==> src/rtl/prefetch_fetch_unit.sv <==
// rtl/prefetch_fetch_unit.sv - instruction prefetch unit with in-order queue and redirect flush
// Optional FETCH_PERF_COUNTERS_EN adds delivered/redirect counters.
module prefetch_fetch_unit #(
    parameter int unsigned           DATA_BITS   = 32,
    parameter int unsigned           QUEUE_DEPTH = 4,
    parameter logic [DATA_BITS-1:0]  RESET_PC    = '0
) (
    input  logic                 clk,
    input  logic                 rst,
    input  logic                 fetch_en,
    input  logic                 redirect_valid,
    input  logic [DATA_BITS-1:0] redirect_pc,
    output logic                 imem_rd_en,
    output logic [DATA_BITS-1:0] imem_addr,
    input  logic [DATA_BITS-1:0] imem_rdata,
    output logic                 inst_valid,
    output logic [DATA_BITS-1:0] inst_data,
    output logic [DATA_BITS-1:0] inst_pc,
    input  logic                 inst_ready,
    output logic [31:0]          fetch_count,
    output logic [31:0]          flush_count
);
    localparam int unsigned PTR_W = $clog2(QUEUE_DEPTH);
    localparam int unsigned CNT_W = PTR_W + 1;
    localparam logic [CNT_W:0] DEPTH_L = (CNT_W + 1)'(QUEUE_DEPTH);

    typedef enum logic {ST_IDLE, ST_RUN} state_t;

    state_t               state_q, state_d;
    logic [DATA_BITS-1:0] pc_q, pc_d;
    logic [DATA_BITS-1:0] req_pc_q, req_pc_d;
    logic                 pend_q, pend_d;
    logic [PTR_W-1:0]     rd_ptr_q, rd_ptr_d, wr_ptr_q, wr_ptr_d;
    logic [CNT_W-1:0]     count_q, count_d;
    logic [DATA_BITS-1:0] last_data_q, last_data_d, last_pc_q, last_pc_d;
    logic [DATA_BITS-1:0] q_data [QUEUE_DEPTH];
    logic [DATA_BITS-1:0] q_pc   [QUEUE_DEPTH];
    logic                 empty, pop, push, issue;
    logic [CNT_W:0]       credit;

    always_comb begin
        empty  = (count_q == '0);
        pop    = !empty && inst_ready;
        push   = pend_q && !redirect_valid;
        // A slot freed by this cycle's pop is reusable: the new response lands a cycle later.
        credit = {1'b0, count_q} + (CNT_W + 1)'(pend_q) - (CNT_W + 1)'(pop);
        issue  = (state_q == ST_RUN) && !redirect_valid && (credit < DEPTH_L);

        state_d = state_q;
        case (state_q)
            ST_IDLE: if (fetch_en)  state_d = ST_RUN;
            ST_RUN:  if (!fetch_en) state_d = ST_IDLE;
            default: state_d = ST_IDLE;
        endcase

        pc_d = pc_q;
        if (redirect_valid)
            pc_d = redirect_pc & ~DATA_BITS'(3);
        else if (issue)
            pc_d = pc_q + DATA_BITS'(4);

        req_pc_d = issue ? pc_q : req_pc_q;
        pend_d   = issue;

        rd_ptr_d = rd_ptr_q;
        wr_ptr_d = wr_ptr_q;
        count_d  = count_q;
        if (redirect_valid) begin
            rd_ptr_d = wr_ptr_q;
            count_d  = '0;
        end else begin
            if (pop)  rd_ptr_d = rd_ptr_q + PTR_W'(1);
            if (push) wr_ptr_d = wr_ptr_q + PTR_W'(1);
            case ({push, pop})
                2'b10:   count_d = count_q + CNT_W'(1);
                2'b01:   count_d = count_q - CNT_W'(1);
                default: count_d = count_q;
            endcase
        end

        last_data_d = empty ? last_data_q : q_data[rd_ptr_q];
        last_pc_d   = empty ? last_pc_q   : q_pc[rd_ptr_q];
    end

    always_ff @(posedge clk or posedge rst) begin
        if (rst) begin
            state_q     <= ST_IDLE;
            pc_q        <= RESET_PC;
            req_pc_q    <= '0;
            pend_q      <= 1'b0;
            rd_ptr_q    <= '0;
            wr_ptr_q    <= '0;
            count_q     <= '0;
            last_data_q <= '0;
            last_pc_q   <= '0;
        end else begin
            state_q     <= state_d;
            pc_q        <= pc_d;
            req_pc_q    <= req_pc_d;
            pend_q      <= pend_d;
            rd_ptr_q    <= rd_ptr_d;
            wr_ptr_q    <= wr_ptr_d;
            count_q     <= count_d;
            last_data_q <= last_data_d;
            last_pc_q   <= last_pc_d;
        end
    end

    always_ff @(posedge clk) begin
        if (push) begin
            q_data[wr_ptr_q] <= imem_rdata;
            q_pc[wr_ptr_q]   <= req_pc_q;
        end
    end

    assign imem_rd_en = issue;
    assign imem_addr  = pc_q;
    assign inst_valid = !empty;
    assign inst_data  = empty ? last_data_q : q_data[rd_ptr_q];
    assign inst_pc    = empty ? last_pc_q   : q_pc[rd_ptr_q];

`ifdef FETCH_PERF_COUNTERS_EN
    logic [31:0] fetch_cnt_q, fetch_cnt_d, flush_cnt_q, flush_cnt_d;

    always_comb begin
        fetch_cnt_d = fetch_cnt_q + 32'(pop);
        flush_cnt_d = flush_cnt_q + 32'(redirect_valid);
    end

    always_ff @(posedge clk or posedge rst) begin
        if (rst) begin
            fetch_cnt_q <= '0;
            flush_cnt_q <= '0;
        end else begin
            fetch_cnt_q <= fetch_cnt_d;
            flush_cnt_q <= flush_cnt_d;
        end
    end

    assign fetch_count = fetch_cnt_q;
    assign flush_count = flush_cnt_q;
`else
    assign fetch_count = '0;
    assign flush_count = '0;
`endif
endmodule

==> config.mk <==
export PLATFORM = sky130hd
export DESIGN_NAME = prefetch_fetch_unit
export DESIGN_NICKNAME = d
export VERILOG_FILES = /design/src/rtl/prefetch_fetch_unit.sv
export SDC_FILE = /design/constraint.sdc
export NUM_CORES = 1
export LEC_CHECK = 0
export CORE_MARGIN = 2
export CORE_UTILIZATION = 35
export CTS_CLUSTER_DIAMETER = 150
export DETAILED_ROUTE_END_ITERATION = 10
export PLACE_DENSITY = 0.64
export SLEW_MARGIN = 0
export SYNTH_ARGS = -nofsm -noshare
export SYNTH_HDL_FRONTEND = slang
export SYNTH_SLANG_ARGS = --single-unit
==> constraint.sdc <==
create_clock -name clk -period 5.9 [get_ports clk]
set_clock_uncertainty 0.15 [all_clocks]
set_input_delay 0.59 -clock clk [delete_from_list [all_inputs] [get_ports clk]]
set_output_delay 0.59 -clock clk [all_outputs]
set_load 0.01 [all_outputs]
### After elaboration in Yosys (flattened, before gate mapping)

Memory sizes are Yosys's and may differ from the RTL's.
Cells that the tools add are included.

* bits in registers: 137
* bits in latches: 0
* RAM bits: 256
* bits in read-only memories: 0
* logic and storage cells: 44
* memories: 2

Memory list
* q_data: words 4, bits a word 32, read ports 1, clocked after Yosys merged registers in 0, write ports 1, line 36 `logic [DATA_BITS-1:0] q_data [QUEUE_DEPTH];`
* q_pc: words 4, bits a word 32, read ports 1, clocked after Yosys merged registers in 0, write ports 1, line 37 `logic [DATA_BITS-1:0] q_pc [QUEUE_DEPTH];`

* add/sub/neg operators: 7
* multipliers: 0
* divide/modulo/power cells: 0
* magnitude comparators: 1
* equality and inequality tests: 2
* shift operators: 0
* mux-type cells: 11
* bitwise gates (word level): 1
* reduce and logical (&&, ||, !) cells: 11

Operators with widths (count)
* 2-to-1 mux 32 bit: 4
* adder 32 x 3 -> 32 bit, second input constant: 1
* one-hot mux 3 bit (2 select lines): 1
* adder 2 x 1 -> 2 bit, second input constant: 2
* adder 3 x 1 -> 4 bit: 1
* logical AND 1 bit: 4
* < comparator 4 x 3 -> 1 bit, second input constant: 1
* 2-to-1 mux 2 bit: 2
* nonzero test 2 bit: 2
* subtractor 4 x 1 -> 4 bit: 1
* adder 3 x 1 -> 3 bit, second input constant: 1
* zero test 3 bit: 1
* 2-to-1 mux 1 bit: 3
* 2-to-1 mux 3 bit: 1
* nonzero test 3 bit: 1
* subtractor 3 x 1 -> 3 bit, second input constant: 1
* == test 2 x 1 -> 1 bit, second input constant: 1
* == test 2 bit, second input constant: 1
* zero test 1 bit: 2
* AND reduction 2 bit: 1
* NOT 1 bit: 1

### Logic depth before layout (Yosys ltp)

* depth in word-level cells: 8
* depth in mapped cells: 13
* mapped depth without buffers: 10

### Worst setup path after synthesis

No wires, ideal clock.

* path kind: register to output
* from: register count_q[1]
* to: output port imem_rd_en
* arrival time: 2.988 ns
* required time: 5.160 ns
* path slack: 2.172 ns
* stages on the path, launching flop included: 13
* path through: dfrtp_1 o31ai_1 inv_1 ha_1 inv_1 ha_1 and3b_1 nor4_4 o21ai_1 or2_2 clkbuf_1 buf_2 inv_1

* word-level cells in the longest chain between the ends: 6

RTL lines
* start, declared: line 34 `logic [CNT_W-1:0] count_q, count_d;`
* start signal, assigned: line 103 `count_q <= count_d;`
* parallel branches: the longest is 3 deep, another holds adder 3 x 1 -> 4 bit
* subtractor 4 x 1 -> 4 bit *: line 46 `credit = {1'b0, count_q} + (CNT_W + 1)'(pend_q) - (CNT_W + 1)'(pop);`
* < comparator 4 x 3 -> 1 bit *: line 47 `issue = (state_q == ST_RUN) && !redirect_valid && (credit < DEPTH_L);`
* logical AND 1 bit *: line 47
* end, declared: line 13 `output logic imem_rd_en,`

Every way passes the cells marked *.

### Worst setup path after layout

Ends and elaborated chain as after synthesis.

==> flow_metrics.env <==
export IMPL_track_usage_pct=14.5
export IMPL_cts_root_buf="clkbuf_16"
export IMPL_vias=8507
export IMPL_min_to="count_q[0]$_DFFE_PP0P_"
export IMPL_core_area_um2=43200
export IMPL_grt_pass1_vias=8553
export IMPL_rsz0062_at_grt="false"
export IMPL_crit_family="compound AO/OA/AOI/OAI gates"
export IMPL_clkLatencyLatePin_ps=560
export IMPL_dpl_instance_area_um2=17400
export IMPL_antenna_found_initial=1
export IMPL_wl_met3_um=1970
export IMPL_register_area_um2=10800
export IMPL_r2r_start="count_q[1]$_DFFE_PP0P_"
export IMPL_crit_path_max_incr_delay_ps=680
export IMPL_grt_start_max_net_pins=65
export IMPL_gp_congestion=0.767
export IMPL_async_flop_share_pct=34.9
export IMPL_worstHoldPathType="primary input to flip-flop"
export IMPL_synthSimpleGateAreaFrac_pct=9.22
export IMPL_via_per_inst=4.76
export IMPL_synthCells=1002
export IMPL_drt_iter0_drc=436
export IMPL_ys_flop_type="edfxtp_1"
export IMPL_grt_pass1_wl_um=49900
export IMPL_io_pins=231
export IMPL_fp_row_count=76
export IMPL_hp_start="redirect_valid"
export IMPL_synth_compound_area_share_pct=2.52
export IMPL_cts_tree="built"
export IMPL_finalSetupViolCount=0
export IMPL_cts_setup_buffers=0
export IMPL_period_minus_slack_ps=4890
export IMPL_overflow=0
export IMPL_ant_nets=0
export IMPL_final_common_cell="edfxtp_1"
export IMPL_final_max_slew_violation_count=0
export IMPL_end_kind="primary output"
export IMPL_dpl_cell_count=1710
export IMPL_worstSetupStartpointType="flip-flop"
export IMPL_die_w_um=214
export IMPL_worst_pin_slew_ps=1080
export IMPL_cts_max_level=2
export IMPL_ir_drop_mv=0.426
export IMPL_drtPass1Iterations=4
export IMPL_crit_buf_inv=4
export IMPL_clock_path_buffers=3
export IMPL_wl_met1_um=14900
export IMPL_nets=1247
export IMPL_muxShareOfSynthArea_pct=11.6
export IMPL_drt_wirelength_per_cell_um=18.2
export IMPL_fmax_ghz=0.204
export IMPL_fin_cells=1788
export IMPL_synth_cell_types=50
export IMPL_synth_xor_area_share_pct=1.03
export IMPL_cellLeakagePower_uw=0.00705
export IMPL_clock_sinks=381
export IMPL_synth_edf_count=248
export IMPL_arrival_ps=4150
export IMPL_dieArea_um2=45600
export IMPL_timing_rr_end="req_pc_q[25]$_DFFE_PP0P_"
export IMPL_whs_ps=301
export IMPL_die_h_um=214
export IMPL_ff2ff_path_depth=11
export IMPL_dp_hpwl_um=18500
export IMPL_crit_type="flip-flop to primary output"
export IMPL_drive_above_1_share_pct=15.5
export IMPL_worstHoldPathCells=2
export IMPL_area_delta_synth_final_pct=22.3
export IMPL_relSlewSlack_pct=28.0
export IMPL_clk_pin_slew_worst_paths_ps=60
export IMPL_required_ps=5160
export IMPL_min_period_over_period_pct=82.9
export IMPL_hold_buffers=0
export IMPL_syn_area_um2=15400
export IMPL_hold_viol=0
export IMPL_synth_area_leaders="edfxtp_1 48%, dfrtp_1 22%, mux4_2 9.1%, nand2_1 5.4%, buf_4 3.2%"
export IMPL_yosys_warnings=0
export IMPL_synth_top_area_share_pct=48.5
export IMPL_r2r_slack_ps=1850
export IMPL_fin_area_um2=18800
export IMPL_multiInputGateArea_um2=4130
export IMPL_final_cell_mix="248 x edfxtp_1, 221 x nand2_1, 161 x clkdlybuf4s50_1, 131 x dfrtp_1, 66 x conb_1"
export IMPL_cts_buffers=42
export IMPL_max_cap_violations=0
export IMPL_fillers=3943
export IMPL_setup_ws_ps=1010
export IMPL_critical_path_most_common_cell="inv_1"
export IMPL_dr_wl_met2_um=15000
export IMPL_critPathMaxFanout=18
export IMPL_slowest_stage="o31ai_1"
export IMPL_finalWirelength_um=32500
export IMPL_yosysSeqAreaShare_pct=70.1
export IMPL_start_util_pct=35.6
export IMPL_top_layer="met5"
export IMPL_status="finished, final reports clean"
export IMPL_ys_ff_latch=381
export IMPL_final_setup_tns_ps=0
export IMPL_synth_top_family_by_area="multiplexers"
export IMPL_power_density_nw_per_um2=536
export IMPL_drc=0
export IMPL_synthAdderAreaFrac_pct=0.782
export IMPL_crit_chain="o31ai_1, inv_1, ha_1, inv_1, ha_1, and3b_1, o211a_1, o21ai_1, or2_2, inv_1, clkdlybuf4s50_1"
export IMPL_dpl_worst_slack_ps=1440
export IMPL_cts_resized=0
export IMPL_antenna_cells=0
export IMPL_synth_top_area_cell="edfxtp_1"
export IMPL_avgSynthCellArea_um2=15.3
export IMPL_portBuffers=162
## routing by layer
metal | track usage, % | up-vias
met4 | 4.69 | 2
met1 | 20.3 | 4327
met5 | 0 | -
li1 | - | 3881
met2 | 22.7 | 256
met3 | 3.12 | 41
## cells in the mapped netlist, types with 10 or more instances
cell type and number:
mux2_2 30, mux4_2 62, o21ai_0 20, edfxtp_1 248, dfrtp_1 133, xor2_1 14, o211ai_1 10, buf_4 66
inv_1 12, nor2_1 14, nor2b_1 14, nand2_1 221, clkbuf_1 27, nand3_1 13, buf_1 15
## cells by family after synthesis
| kind of cell | count (synthesis) |
|---|---|
| and+or+nand+nor | 314 |
| adders and majority gates | 9 |
| xor gates and xnor gates | 18 |
| muxes | 97 |
| AOI/OAI and AO/OA | 57 |
| buffers and inverters | 125 |
| DFF | 381 |
| other | 1 |
## metrics by stage
step	power, uW	util, %
2_1_floorplan	5850	-
4_1_cts	10300	43.5
3_5_place_dp	7580	40.2
3_3_place_gp	7520	40.2
6_report	10100	43.5
5_1_grt	10700	43.5
## layout make-up
| class | count | share of cell area, % |
|---|---|---|
| Multi-Input combinational cell | 561 | 22.0 |
| Clock inverter | 22 | 1.21 |
| Timing Repair Buffer | 170 | 8.92 |
| Tap cell | 585 | 3.89 |
| Clock buffer | 56 | 6.36 |
| Inverter | 13 | 0.286 |
| Sequential cell | 381 | 57.4 |
## flip-flops by register name (all words and copies together), names as in the netlist
name	flops
count_q	3
imem_addr	30
last_data_q	32
last_pc_q	32
pend_q	1
q_data	128
q_pc	120
rd_ptr_q	2
req_pc_q	30
state_q	1
wr_ptr_q	2
## power by group
part,switching [uW],internal [uW]
clock network,1080,1580
registers,477,3490
logic,1750,1700
## worst max-delay path by stage
stage,from,to,slack [ps],cells past startpoint
floorplan,rst,count_q[0]$_DFFE_PP0P_,1610,1
global placement,inst_ready,imem_rd_en,1420,12
detailed placement,inst_ready,imem_rd_en,1440,12
CTS,count_q[1]$_DFFE_PP0P_,imem_rd_en,1010,11
global route,count_q[1]$_DFFE_PP0P_,imem_rd_en,730,11
finish,count_q[1]$_DFFE_PP0P_,imem_rd_en,1010,11
Note: power is estimated with default switching activity, not from simulation.
